`src/rtl/pedal_chain_sequencer_if.sv`:
```
// Bus bundle for pedal_chain_sequencer: sample in/out strobes, per-slot effect
// handshake and status flags. The sequencer uses the slave side.
interface pedal_chain_sequencer_if #(
  parameter int WIDTH     = 16,
  parameter int NUM_SLOTS = 4
);
  logic                         sample_valid_in;
  logic [WIDTH-1:0]             Signal_in;
  logic [NUM_SLOTS-1:0]         enable;
  logic [WIDTH-1:0]             fx_send;
  logic [NUM_SLOTS-1:0]         fx_start;
  logic [NUM_SLOTS-1:0]         fx_done;
  logic [NUM_SLOTS*WIDTH-1:0]   fx_return;
  logic [WIDTH-1:0]             Signal_out;
  logic                         sample_valid_out;
  logic                         busy;
  logic                         overrun;
  logic [NUM_SLOTS-1:0]         fault;

  modport master (
    output sample_valid_in, Signal_in, enable, fx_done, fx_return,
    input  fx_send, fx_start, Signal_out, sample_valid_out, busy, overrun, fault
  );

  modport slave (
    input  sample_valid_in, Signal_in, enable, fx_done, fx_return,
    output fx_send, fx_start, Signal_out, sample_valid_out, busy, overrun, fault
  );
endinterface

```
`src/rtl/pedal_chain_sequencer.sv`:
```
// Serial effect-chain sequencer: walks each sample through NUM_SLOTS effect
// slots with a start/done handshake and a per-slot linear bypass crossfade.
module pedal_chain_sequencer #(
  parameter int WIDTH     = 16,
  parameter int NUM_SLOTS = 4,
  parameter int RAMP_LOG2 = 6,
  parameter int TIMEOUT   = 1023
) (
  input  logic                   Clk,
  input  logic                   RESET,
  pedal_chain_sequencer_if.slave bus
);

  localparam int KW = (NUM_SLOTS > 1) ? $clog2(NUM_SLOTS) : 1;
  localparam int CW = $clog2(TIMEOUT + 1);
  localparam int GW = RAMP_LOG2 + 1;
  localparam int PW = WIDTH + RAMP_LOG2 + 2;

  localparam logic [GW-1:0] G_MAX    = {1'b1, {RAMP_LOG2{1'b0}}};
  localparam logic [KW-1:0] K_LAST   = KW'(NUM_SLOTS - 1);
  localparam logic [CW-1:0] CNT_LAST = CW'(TIMEOUT - 1);

  typedef enum logic [2:0] {
    S_IDLE, S_CHECK, S_ISSUE, S_WAIT, S_MIX, S_OUT
  } state_t;

  state_t state, state_next;

  logic signed [WIDTH-1:0] acc, wet, out_q, send_q;
  logic [KW-1:0]           k;
  logic [GW-1:0]           g [NUM_SLOTS];
  logic [CW-1:0]           cnt;
  logic [NUM_SLOTS-1:0]    start_q, fault_q;
  logic                    valid_out_q, overrun_q;

  logic [GW-1:0]           g_cur, g_step;
  logic                    en_cur, skip, last, done_cur, expired;
  logic signed [WIDTH-1:0] ret_cur, acc_mix;
  logic signed [PW-1:0]    diff_ext, gain_ext, prod;

  // Slot-local decode and crossfade arithmetic for the current slot k.
  always_comb begin
    // NOTE: every always_comb output gets a default first so no path leaves it unassigned (no latch).
    g_cur    = g[k];
    en_cur   = bus.enable[k];
    done_cur = bus.fx_done[k];
    ret_cur  = bus.fx_return[k*WIDTH +: WIDTH];
    skip     = (g_cur == '0) && !en_cur;
    last     = (k == K_LAST);
    expired  = (cnt == CNT_LAST);

    // (wet-acc)*g fits PW bits; the arithmetic shift floors toward -inf.
    diff_ext = PW'(wet) - PW'(acc);
    gain_ext = PW'(g_cur);
    prod     = diff_ext * gain_ext;
    acc_mix  = WIDTH'(PW'(acc) + (prod >>> RAMP_LOG2));

    g_step = g_cur;
    if (en_cur && (g_cur != G_MAX))
      g_step = g_cur + 1'b1;
    else if (!en_cur && (g_cur != '0))
      g_step = g_cur - 1'b1;
  end

  always_comb begin
    state_next = state;
    unique case (state)
      S_IDLE:  if (bus.sample_valid_in) state_next = S_CHECK;
      S_CHECK: begin
        if (!skip)     state_next = S_ISSUE;
        else if (last) state_next = S_OUT;
      end
      S_ISSUE: state_next = S_WAIT;
      S_WAIT:  if (done_cur || expired) state_next = S_MIX;
      S_MIX:   state_next = last ? S_OUT : S_CHECK;
      S_OUT:   state_next = S_IDLE;
      default: state_next = S_IDLE;
    endcase
  end

  // NOTE: sequential state uses non-blocking assignments only, so every register samples pre-edge values.
  always_ff @(posedge Clk or posedge RESET) begin
    if (RESET) state <= S_IDLE;
    else       state <= state_next;
  end

  always_ff @(posedge Clk or posedge RESET) begin
    if (RESET) begin
      acc         <= '0;
      wet         <= '0;
      k           <= '0;
      cnt         <= '0;
      out_q       <= '0;
      send_q      <= '0;
      start_q     <= '0;
      valid_out_q <= 1'b0;
      overrun_q   <= 1'b0;
      fault_q     <= '0;
      // NOTE: the gain array is a small register file, reset explicitly so every slot starts fully dry.
      for (int i = 0; i < NUM_SLOTS; i++) g[i] <= '0;
    end else begin
      start_q     <= '0;
      valid_out_q <= 1'b0;
      if (bus.sample_valid_in && (state != S_IDLE)) overrun_q <= 1'b1;

      unique case (state)
        S_IDLE: begin
          if (bus.sample_valid_in) begin
            acc <= bus.Signal_in;
            k   <= '0;
          end
        end
        S_CHECK: begin
          if (skip) begin
            if (!last) k <= k + 1'b1;
          end else begin
            // Registered so the start pulse and fx_send both appear in ISSUE.
            start_q <= NUM_SLOTS'(1) << k;
            send_q  <= acc;
          end
        end
        S_ISSUE: cnt <= '0;
        S_WAIT: begin
          if (done_cur) begin
            wet <= ret_cur;
          end else if (expired) begin
            wet        <= acc;
            fault_q[k] <= 1'b1;
          end else begin
            cnt <= cnt + 1'b1;
          end
        end
        S_MIX: begin
          acc  <= acc_mix;
          g[k] <= g_step;
          if (!last) k <= k + 1'b1;
        end
        S_OUT: begin
          out_q       <= acc;
          valid_out_q <= 1'b1;
        end
        default: ;
      endcase
    end
  end

  assign bus.fx_send          = send_q;
  assign bus.fx_start         = start_q;
  assign bus.Signal_out       = out_q;
  assign bus.sample_valid_out = valid_out_q;
  assign bus.busy             = (state != S_IDLE);
  assign bus.overrun          = overrun_q;
  assign bus.fault            = fault_q;

endmodule
```
`src/flat_wrapper.sv`:
```
// flat-port wrapper written by rule: the top's interface ports become plain ports
module pedal_chain_sequencer_flat 
#(
  parameter int WIDTH     = 16,
  parameter int NUM_SLOTS = 4,
  parameter int RAMP_LOG2 = 6,
  parameter int TIMEOUT   = 1023
)
  (Clk, RESET, bus_sample_valid_in, bus_Signal_in, bus_enable, bus_fx_done, bus_fx_return, bus_fx_send, bus_fx_start, bus_Signal_out, bus_sample_valid_out, bus_busy, bus_overrun, bus_fault);
  pedal_chain_sequencer_if #(.WIDTH(WIDTH), .NUM_SLOTS(NUM_SLOTS)) bus_i ();
  input  logic Clk;
  input  logic RESET;
  input wire logic [$bits(bus_i.sample_valid_in)-1:0] bus_sample_valid_in;
  input wire logic [$bits(bus_i.Signal_in)-1:0] bus_Signal_in;
  input wire logic [$bits(bus_i.enable)-1:0] bus_enable;
  input wire logic [$bits(bus_i.fx_done)-1:0] bus_fx_done;
  input wire logic [$bits(bus_i.fx_return)-1:0] bus_fx_return;
  output wire logic [$bits(bus_i.fx_send)-1:0] bus_fx_send;
  output wire logic [$bits(bus_i.fx_start)-1:0] bus_fx_start;
  output wire logic [$bits(bus_i.Signal_out)-1:0] bus_Signal_out;
  output wire logic [$bits(bus_i.sample_valid_out)-1:0] bus_sample_valid_out;
  output wire logic [$bits(bus_i.busy)-1:0] bus_busy;
  output wire logic [$bits(bus_i.overrun)-1:0] bus_overrun;
  output wire logic [$bits(bus_i.fault)-1:0] bus_fault;
  assign bus_i.sample_valid_in = bus_sample_valid_in;
  assign bus_i.Signal_in = bus_Signal_in;
  assign bus_i.enable = bus_enable;
  assign bus_i.fx_done = bus_fx_done;
  assign bus_i.fx_return = bus_fx_return;
  assign bus_fx_send = bus_i.fx_send;
  assign bus_fx_start = bus_i.fx_start;
  assign bus_Signal_out = bus_i.Signal_out;
  assign bus_sample_valid_out = bus_i.sample_valid_out;
  assign bus_busy = bus_i.busy;
  assign bus_overrun = bus_i.overrun;
  assign bus_fault = bus_i.fault;
  pedal_chain_sequencer #(.WIDTH(WIDTH), .NUM_SLOTS(NUM_SLOTS), .RAMP_LOG2(RAMP_LOG2), .TIMEOUT(TIMEOUT)) u_core (.Clk(Clk), .RESET(RESET), .bus(bus_i));
endmodule
```
`config.mk`:
```
export PLATFORM = sky130hd
export DESIGN_NAME = pedal_chain_sequencer_flat
export DESIGN_NICKNAME = d
export VERILOG_FILES = /design/src/rtl/pedal_chain_sequencer_if.sv /design/src/rtl/pedal_chain_sequencer.sv /design/src/flat_wrapper.sv
export SDC_FILE = /design/constraint.sdc
export NUM_CORES = 1
export LEC_CHECK = 0
export CORE_MARGIN = 1
export CORE_UTILIZATION = 45
export DETAILED_ROUTE_END_ITERATION = 8
export MAX_ROUTING_LAYER = met4
export PLACE_DENSITY = 0.69
export SKIP_CTS_REPAIR_TIMING = 1
export SLEW_MARGIN = 20
export SYNTH_ARGS = -nofsm -noshare
export SYNTH_HDL_FRONTEND = slang
export SYNTH_SLANG_ARGS = --single-unit
```
`constraint.sdc`:
```
create_clock -name Clk -period 7.3 [get_ports Clk]
set_input_delay 1.46 -clock Clk [delete_from_list [all_inputs] [get_ports Clk]]
set_output_delay 1.46 -clock Clk [all_outputs]
set_load 0.1 [all_outputs]
```
### Yosys cells after proc, flatten, opt, wreduce, memory -nomap -nowiden

Index checks and enable logic that the tools add are counted.

| operators by class | value |
|---|---|
| add/subtract/negate cells | 6 |
| multipliers | 1 |
| divide/modulo/power cells | 0 |
| magnitude comparators | 4 |
| equal/unequal tests | 14 |
| shifts and indexed selects | 2 |
| multiplexer cells | 34 |
| bitwise logic cells | 4 |
| reduce and logical (&&, ||, !) cells | 23 |

Operator list:

| operator | number |
|---|---|
| variable part select 64 x 7 -> 16 bit | 1 |
| two-way mux 16 bit | 3 |
| two-way mux 7 bit | 5 |
| case mux 16 bit (2 select lines) | 1 |
| bitwise mux 28 bit | 1 |
| multiplier 24 x 8 -> 22 bit | 1 |
| two-way mux 10 bit | 2 |
| case mux 10 bit (2 select lines) | 1 |
| subtractor 16 x 16 -> 17 bit | 1 |
| adder 16 bit | 1 |
| two-way mux 3 bit | 5 |
| case mux 3 bit (5 select lines) | 1 |
| binary-select mux 7 bit (select 2 bit) | 1 |
| demux 7 bit (select 2 bit) | 1 |
| AND reduction 3 bit | 4 |
| adder 10 x 1 -> 10 bit, second input constant | 1 |
| == test 10 bit, second input constant | 1 |
| two-way mux 4 bit | 2 |
| adder 7 x 1 -> 7 bit, second input constant | 1 |
| logical NOT 7 bit | 1 |
| inequality test 7 bit, second input constant | 1 |
| nonzero test 7 bit | 1 |
| subtractor 7 x 1 -> 7 bit, second input constant | 1 |
| == test 3 x 2 -> 1 bit, second input constant | 2 |
| 27 further kinds | 48 |

| word-level totals | value |
|---|---|
| register bits after elaboration | 117 |
| latch bits | 0 |
| memory bits (writable) | 0 |
| ROM bits | 0 |
| bits of input ports | 91 |
| output and inout bits | 43 |
| memories | 0 |

### Depth between registers and ports, before layout

Gate-level depths: netlist of the first run.

| depth | value |
|---|---|
| depth in word-level cells | 9 |
| mapped depth | 35 |
| gate-level depth less buffers | 35 |

### Worst setup path before layout of the first run

Ideal clock, no wire load.

| timing | value |
|---|---|
| kind | register -> register |
| start point | register u_core.k[1] |
| end point | register u_core.acc[15] |
| setup time | 0.077 ns |
| arrival | 7.679 ns |
| data required time | 7.223 ns |
| path slack | -0.456 ns |
| cell stages (with the launch flop) | 34 |
| clock period less this slack | 7.756 ns |
| cells stage by stage | dfrtp_1 > buf_6 > buf_4 > buf_1 > mux2i_1 > nand2_1 > o21ai_0 > clkbuf_1 > nor2_1 > fa_1 > inv_1 > fa_1 > inv_1 > fa_1 > inv_1 > fa_1 > inv_1 > ha_1 > a2111oi_1 > o31a_1 > nor2_1 > a21oi_1 > o21bai_1 > xor2_1 > ha_1 > o21ai_0 > nand2b_1 > a21oi_1 > or4b_1 > a31oi_1 > a31oi_1 > xnor3_1 > xor3_1 > a21oi_1 |

| on the way | value |
|---|---|
| longest elaborated chain between the ends | 7 |

RTL lines:

| element | line | text |
|---|---|---|
| start, declared | pedal_chain_sequencer.sv:30 | `logic [KW-1:0] k;` |
| start signal, assigned | pedal_chain_sequencer.sv:115 | `if (!last) k <= k + 1'b1;` |
| start signal, assigned | pedal_chain_sequencer.sv:136 | `if (!last) k <= k + 1'b1;` |
| inverter 2 -> 3 bit (not written as such) | pedal_chain_sequencer.sv:44 | `g_cur = g[k];` |
| binary-select mux 7 bit (select 2 bit) | pedal_chain_sequencer.sv:44 |  |
| two-way mux 7 bit (not written as such) (2 in a row) | pedal_chain_sequencer.sv:44 |  |
| multiplier 24 x 8 -> 22 bit | pedal_chain_sequencer.sv:55 | `prod = diff_ext * gain_ext;` |
| adder 16 bit | pedal_chain_sequencer.sv:56 | `acc_mix = WIDTH'(PW'(acc) + (prod >>> RAMP_LOG2));` |
| case mux 16 bit (2 select lines) | pedal_chain_sequencer.sv:106 | `unique case (state)` |
| end signal, assigned | pedal_chain_sequencer.sv:109 | `acc <= bus.Signal_in;` |
| end signal, assigned | pedal_chain_sequencer.sv:134 | `acc <= acc_mix;` |
| end, declared | pedal_chain_sequencer.sv:29 | `logic signed [WIDTH-1:0] acc, wet, out_q, send_q;` |

No other way between the ends. The select of a mux whose other input is x is not followed.
A chain may end at the register's enable or synchronous reset.

### Worst setup path in the final report of the first run

| timing | value |
|---|---|
| start point | register u_core.wet[0] |
| end point | register u_core.acc[15] |

| on the way | value |
|---|---|
| longest elaborated chain between the ends | 4 |

RTL lines:

| element | line | text |
|---|---|---|
| start, declared | pedal_chain_sequencer.sv:29 |  |
| start signal, assigned | pedal_chain_sequencer.sv:125 | `wet <= ret_cur;` |
| subtractor 16 x 16 -> 17 bit | pedal_chain_sequencer.sv:53 | `diff_ext = PW'(wet) - PW'(acc);` |
| multiplier 24 x 8 -> 22 bit | pedal_chain_sequencer.sv:55 |  |
| adder 16 bit | pedal_chain_sequencer.sv:56 |  |
| case mux 16 bit (2 select lines) | pedal_chain_sequencer.sv:106 |  |

No other way between the ends.

==> results_dict.tcl, run 1 <==
set metrics [dict create \
    status "complete, no violations" \
    synth-edff-count 0 \
    fillers 1997 \
    cp_slowest_cell "or4b_4" \
    final_cell_mix "buf_4, inv_1, nor2_1" \
    reg2reg_depth 34 \
    yosys.area.top_type_share_pct 27.1 \
    yosysWarnings 0 \
    post_drt_wl_per_cell_um 15.9 \
    rrSetupSlack_ns 0.06 \
    max_stage_delay_ns 0.53 \
    drtIter0Drc 467 \
    track_usage_pct 24.9 \
    hold_path.class "flop to flop" \
    clk_pin_slew_ns 0.06 \
    synth_area_um2 10800 \
    num_rows 56 \
    cts_root_buf "clkbuf_16" \
    syn_nets 1461 \
    clock_skew_ns 0.0142 \
    synth_cell_types 70 \
    final_core_util_pct 61.7 \
    multi_input_area_um2 7520 \
    firstDrtPassIters 5 \
    startpoint_type "flop" \
    drtAntennaViolNets 0 \
    final_area_um2 14500 \
    synth-seq-area-share_pct 27.1 \
    regArea_um2 2930 \
    timing.rr.end "u_core.acc[15]" \
    crit_fanout 4 \
    ioPinCount 134 \
    dieArea_um2 24700 \
    maxSlewHeadroom_pct 31.6 \
    clk_latency_ns 0.42 \
    path_class "flop to flop" \
    start_util_pct 45.9 \
    cts.sinks 117 \
    die_x_um 157 \
    first_global_vias 9268 \
    max-cap-violations 0 \
    drc_errors 0 \
    synth_flop_cell "dfrtp_1" \
    synthCells 1204 \
    r2r-start "u_core.wet[0]" \
    synth.top_cells.by_area "dfrtp_1, fa_1, ha_1" \
    layout_commonest_cell "buf_4" \
    arrival_ns 7.59 \
    synth_top_area_cell "dfrtp_1" \
    synth-seq-cells 117 \
    dr_total_vias 9193 \
    viasPerCell 5.14 \
    drive_above_1_share_pct 21.2 \
    max_freq_ghz 0.138 \
    cts_buffers 17 \
    worstHoldEndpoint "u_core.bus.fault[2]" \
    synth.avg_cell_area_um2 8.98 \
    grt_pass1_wl_um 46400 \
    num_antenna_cells 0 \
    grt_max_degree 72 \
    drt_wl_total_um 28500 \
    dieHeight_um 157 \
    setup_viol 0 \
    layout.nets 1714 \
    core_um2 23500 \
    min_period_ns 7.24 \
    required_ns 7.65 \
    dpl.hpwl_um 22200 \
    finalCritPeriodShare_pct 99.1 \
    grt_antenna_before_repair 0 \
    end_kind "flop" \
    fin_hold_ws_ns 0.452 \
    overflow 0 \
    place.gp.congestion 0.949 \
    worstHoldPathCells 1 \
    tightest_slew_ns 1.02 \
    drv_slew 0 \
    cts_tree "done" \
    rsz0062_at_grt "true" \
    cts.path.max_buffers 2 \
    async_flop_share_pct 100 \
    hold_viol 0 \
    fin_ws_ns 0.0633 \
    place_ws_ns -0.349 \
    io_buffers 133 \
    area_delta_synth_final_pct 34.3 \
    holdCritStartpoint "u_core.bus.fault[2]" \
    cts_max_level 4 \
    place_area_um2 13500 \
]
## cell families (layout without fill, tap and decap cells)
group | after synthesis | count (layout) | synth area share, %
AO/OA/AOI/OAI | 241 | 241 | 13.4
XOR/XNOR | 62 | 62 | 5.36
adder cells (fa/ha/maj) | 166 | 166 | 25.0
buffers and inverters | 201 | 467 | 7.35
flip-flops | 117 | 117 | 27.1
multiplexers | 41 | 41 | 6.57
AND/OR/NAND/NOR | 376 | 376 | 15.3
## layout make-up
cell class	count	share of cell area, %
Clock inverter	13	1.10
Clock buffer	19	3.12
Tap cell	319	2.75
Multi-Input combinational cell	886	51.8
Sequential cell	117	20.2
Timing Repair Buffer	280	17.0
Inverter	155	4.04
## worst max path at each step
stage                             start             end  slack, ns
after global routing      u_core.wet[0]  u_core.acc[15]      -0.24
after CTS                 u_core.wet[0]  u_core.acc[15]      -0.37
after floorplan           u_core.acc[0]  u_core.acc[15]       0.01
after detailed placement  u_core.wet[0]  u_core.acc[15]      -0.35
final                     u_core.wet[0]  u_core.acc[15]       0.06
after global placement    u_core.wet[0]  u_core.acc[15]      -0.19
## cells in the mapped netlist (2+ instances only)
cell type and count:
buf_1 8, xor2_1 20, and2_1 3, buf_2 5
a21oi_1 60, dfrtp_1 117, inv_1 153, or2_2 8
nand2b_1 10, o21ai_0 92, nor3b_1 2, mux2_2 6
buf_6 3, nor2_1 152, fa_1 83, clkbuf_1 27
nor2b_1 10, o211ai_1 2, o31ai_1 4, nand2_2 2
mux2i_1 11, nand3_1 14, nor4_1 2, or3_1 8
a21o_1 20, mux4_2 23, nor3_1 5, and3_1 2
ha_1 83, xnor2_1 39, o21ai_1 10, buf_4 2
o21bai_1 8, a211oi_1 15, o31a_1 2, o21a_1 6
nand4_1 6, a31oi_1 7, nand2_1 143
## sequential cells by signal (all words and copies together), names as in the netlist
name	count
u_core.bus.fx_start	4
u_core.bus.fault	4
u_core.g	28
u_core.state	3
u_core.bus.overrun	1
u_core.cnt	10
u_core.bus.sample_valid_out	1
u_core.k	2
u_core.wet	16
u_core.bus.fx_send	16
u_core.acc	16
u_core.bus.Signal_out	16
## worst max-delay path, delay by kind of cell, from the launching register on
family	cells	cell delay, ns
buffers and inverters	5	0.32
AND/OR/NAND/NOR	6	1.12
AO/OA/AOI/OAI	11	1.52
XOR/XNOR	4	0.75
flip-flops	1	0.35
adder cells (fa/ha/maj)	8	3.08
## per-layer routing
metal	GRT usage, %	share of wire, %	vias up
li1	-	-	4471
met1	33.3	46	4463
met2	40.1	48	236
met3	4.41	4.7	23
met4	4.62	1.1	0
met5	-	0	-
## through the flow
stage               TNS (ns)  std cells
finish                     0       1789
global route          -0.358       1789
CTS                   -0.432       1775
detailed placement    -0.373       1743
global placement      -0.186       1743
floorplan                  0       1204
Power of run 1 is not shown: default switching activity piles up to over one toggle a cycle in this logic, so the estimate is an artifact.
==> inputs of run 2 (changes only) <==
PLACE_DENSITY = 0.67   (was 0.69)
SLEW_MARGIN = not set   (was 20)
clock period = 7.6 ns   (was 7.3 ns; I/O delays follow)
==> run 2 against run 1 <==
Global-route usage decreased by 0.19 points; wire length shrank 3.2%; setup slack better by 0.26 ns; first-iteration DRC count increased by 3.2%; sequential share of layout area increased by 0.94 points; die area unchanged; fmax shrank 0.56%; worst hold slack better by 0.0038 ns; critical path type unchanged.
==> results_dict.tcl, run 2 (synthesis gave the netlist of run 1 again) <==
set metrics [dict create \
    setup_viol 0 \
    ioPinCount 134 \
    core_um2 23500 \
    dieHeight_um 157 \
    firstDrtPassIters 7 \
    cts_root_buf "clkbuf_16" \
    first_global_vias 9004 \
    layout.nets 1660 \
    arrival_ns 7.62 \
    placedCellCount 1692 \
    layout_commonest_cell "inv_1" \
    fillers 2089 \
    required_ns 7.94 \
    hold_viol 0 \
    maxSlewHeadroom_pct 22.9 \
    cts_tree "done" \
    tightest_slew_ns 1.16 \
    drive_above_1_share_pct 15.7 \
    max_stage_delay_ns 0.55 \
    drv_slew 0 \
    die_x_um 157 \
    cts_buffers 17 \
    clock_skew_ns 0.0132 \
    cp_slowest_cell "fa_1" \
    max-cap-violations 0 \
    crit_family "adder cells" \
    post_drt_wl_per_cell_um 15.9 \
    cts.path.max_buffers 2 \
    viasPerCell 5.18 \
    dr_total_vias 8982 \
    grt_max_degree 75 \
    start_util_pct 45.9 \
    crit_fanout 5 \
    io_buffers 133 \
    cts.sinks 117 \
    regMostFlops "u_core.g" \
    cts_max_level 4 \
    drt_wl_total_um 27600 \
    hold_path.class "flop to flop" \
    startpoint_type "flop" \
    worst-path-buf-inv 8 \
    clk_latency_ns 0.42 \
    dpl.hpwl_um 21900 \
    finalCritPeriodShare_pct 95.8 \
    largest_register_ffs 28 \
    place.gp.congestion 0.944 \
    track_usage_pct 24.7 \
    min_period_ns 7.28 \
    status "complete, no violations" \
    clk_pin_slew_ns 0.06 \
    grt_pass1_wl_um 45600 \
    drtAntennaViolNets 0 \
    drc_errors 0 \
    grt_antenna_before_repair 0 \
    max_freq_ghz 0.137 \
    num_rows 56 \
    path_class "flop to flop" \
    stdcell_count 1735 \
    final_cell_mix "inv_1, nor2_1, nand2_1" \
    num_antenna_cells 0 \
    end_kind "flop" \
    dieArea_um2 24700 \
    overflow 0 \
    area_delta_synth_final_pct 28.2 \
    drtIter0Drc 482 \
]
run 2: metrics by stage:
step                hold WS (ns)  utilization (%)  instance area (um2)  setup TNS (ns)  worst slack [ns]
floorplan                  0.444                -                10900               0             0.127
global placement           0.438             55.3                13000         -0.0460           -0.0460
detailed placement         0.445             55.3                13000          -0.208            -0.208
CTS                        0.460             57.6                13600          -0.222            -0.222
global route               0.467             58.9                13900         -0.0429           -0.0429
finish                     0.456             58.9                13900               0             0.323
run 2: area by class of cell:
cell class                 count  area (um2)  share of cell area [%]
clock buffer                  20         457                    3.29
clock inverter                12        97.6                   0.704
inverter                     155         587                    4.23
multi-input combinational    886        7360                    53.0
sequential                   117        2930                    21.1
tap                          319         399                    2.88
timing repair buffer         226        2040                    14.7
run 2: path summary, 6_finish.rpt:
path	to	start	depth (start not counted)	slack (ns)
max	u_core.acc[15]	u_core.acc[0]	33	0.32
min	u_core.bus.fault[3]	u_core.bus.fault[3]	1	0.46
max reg2reg	u_core.acc[15]	u_core.acc[0]	33	0.32
min reg2reg	u_core.bus.fault[3]	u_core.bus.fault[3]	1	0.46
max in group asynchronous	u_core.k[0]	RESET	3	4.73
min in group asynchronous	u_core.cnt[0]	RESET	2	1.49
run 2: routing by layer:
layer  track usage, %  vias up  routed length, um
met5                -        -                  0
met4             7.07        0                612
met3             4.79       41               1700
met2             38.1      275              12600
met1             33.2     4287              12600
li1                 -     4379                  -
run 2: worst reg2reg max path, delay by kind of cell, from the launching register on:
kind,cells,cell delay [ns]
xor gates and xnor gates,2,0.43
and+or+nand+nor,8,1.35
adders and majority gates,8,3.30
DFF,1,0.41
buffers and inverters,8,0.73
AOI/OAI and AO/OA,7,1.01
Power of run 2 is left out for the same reason.
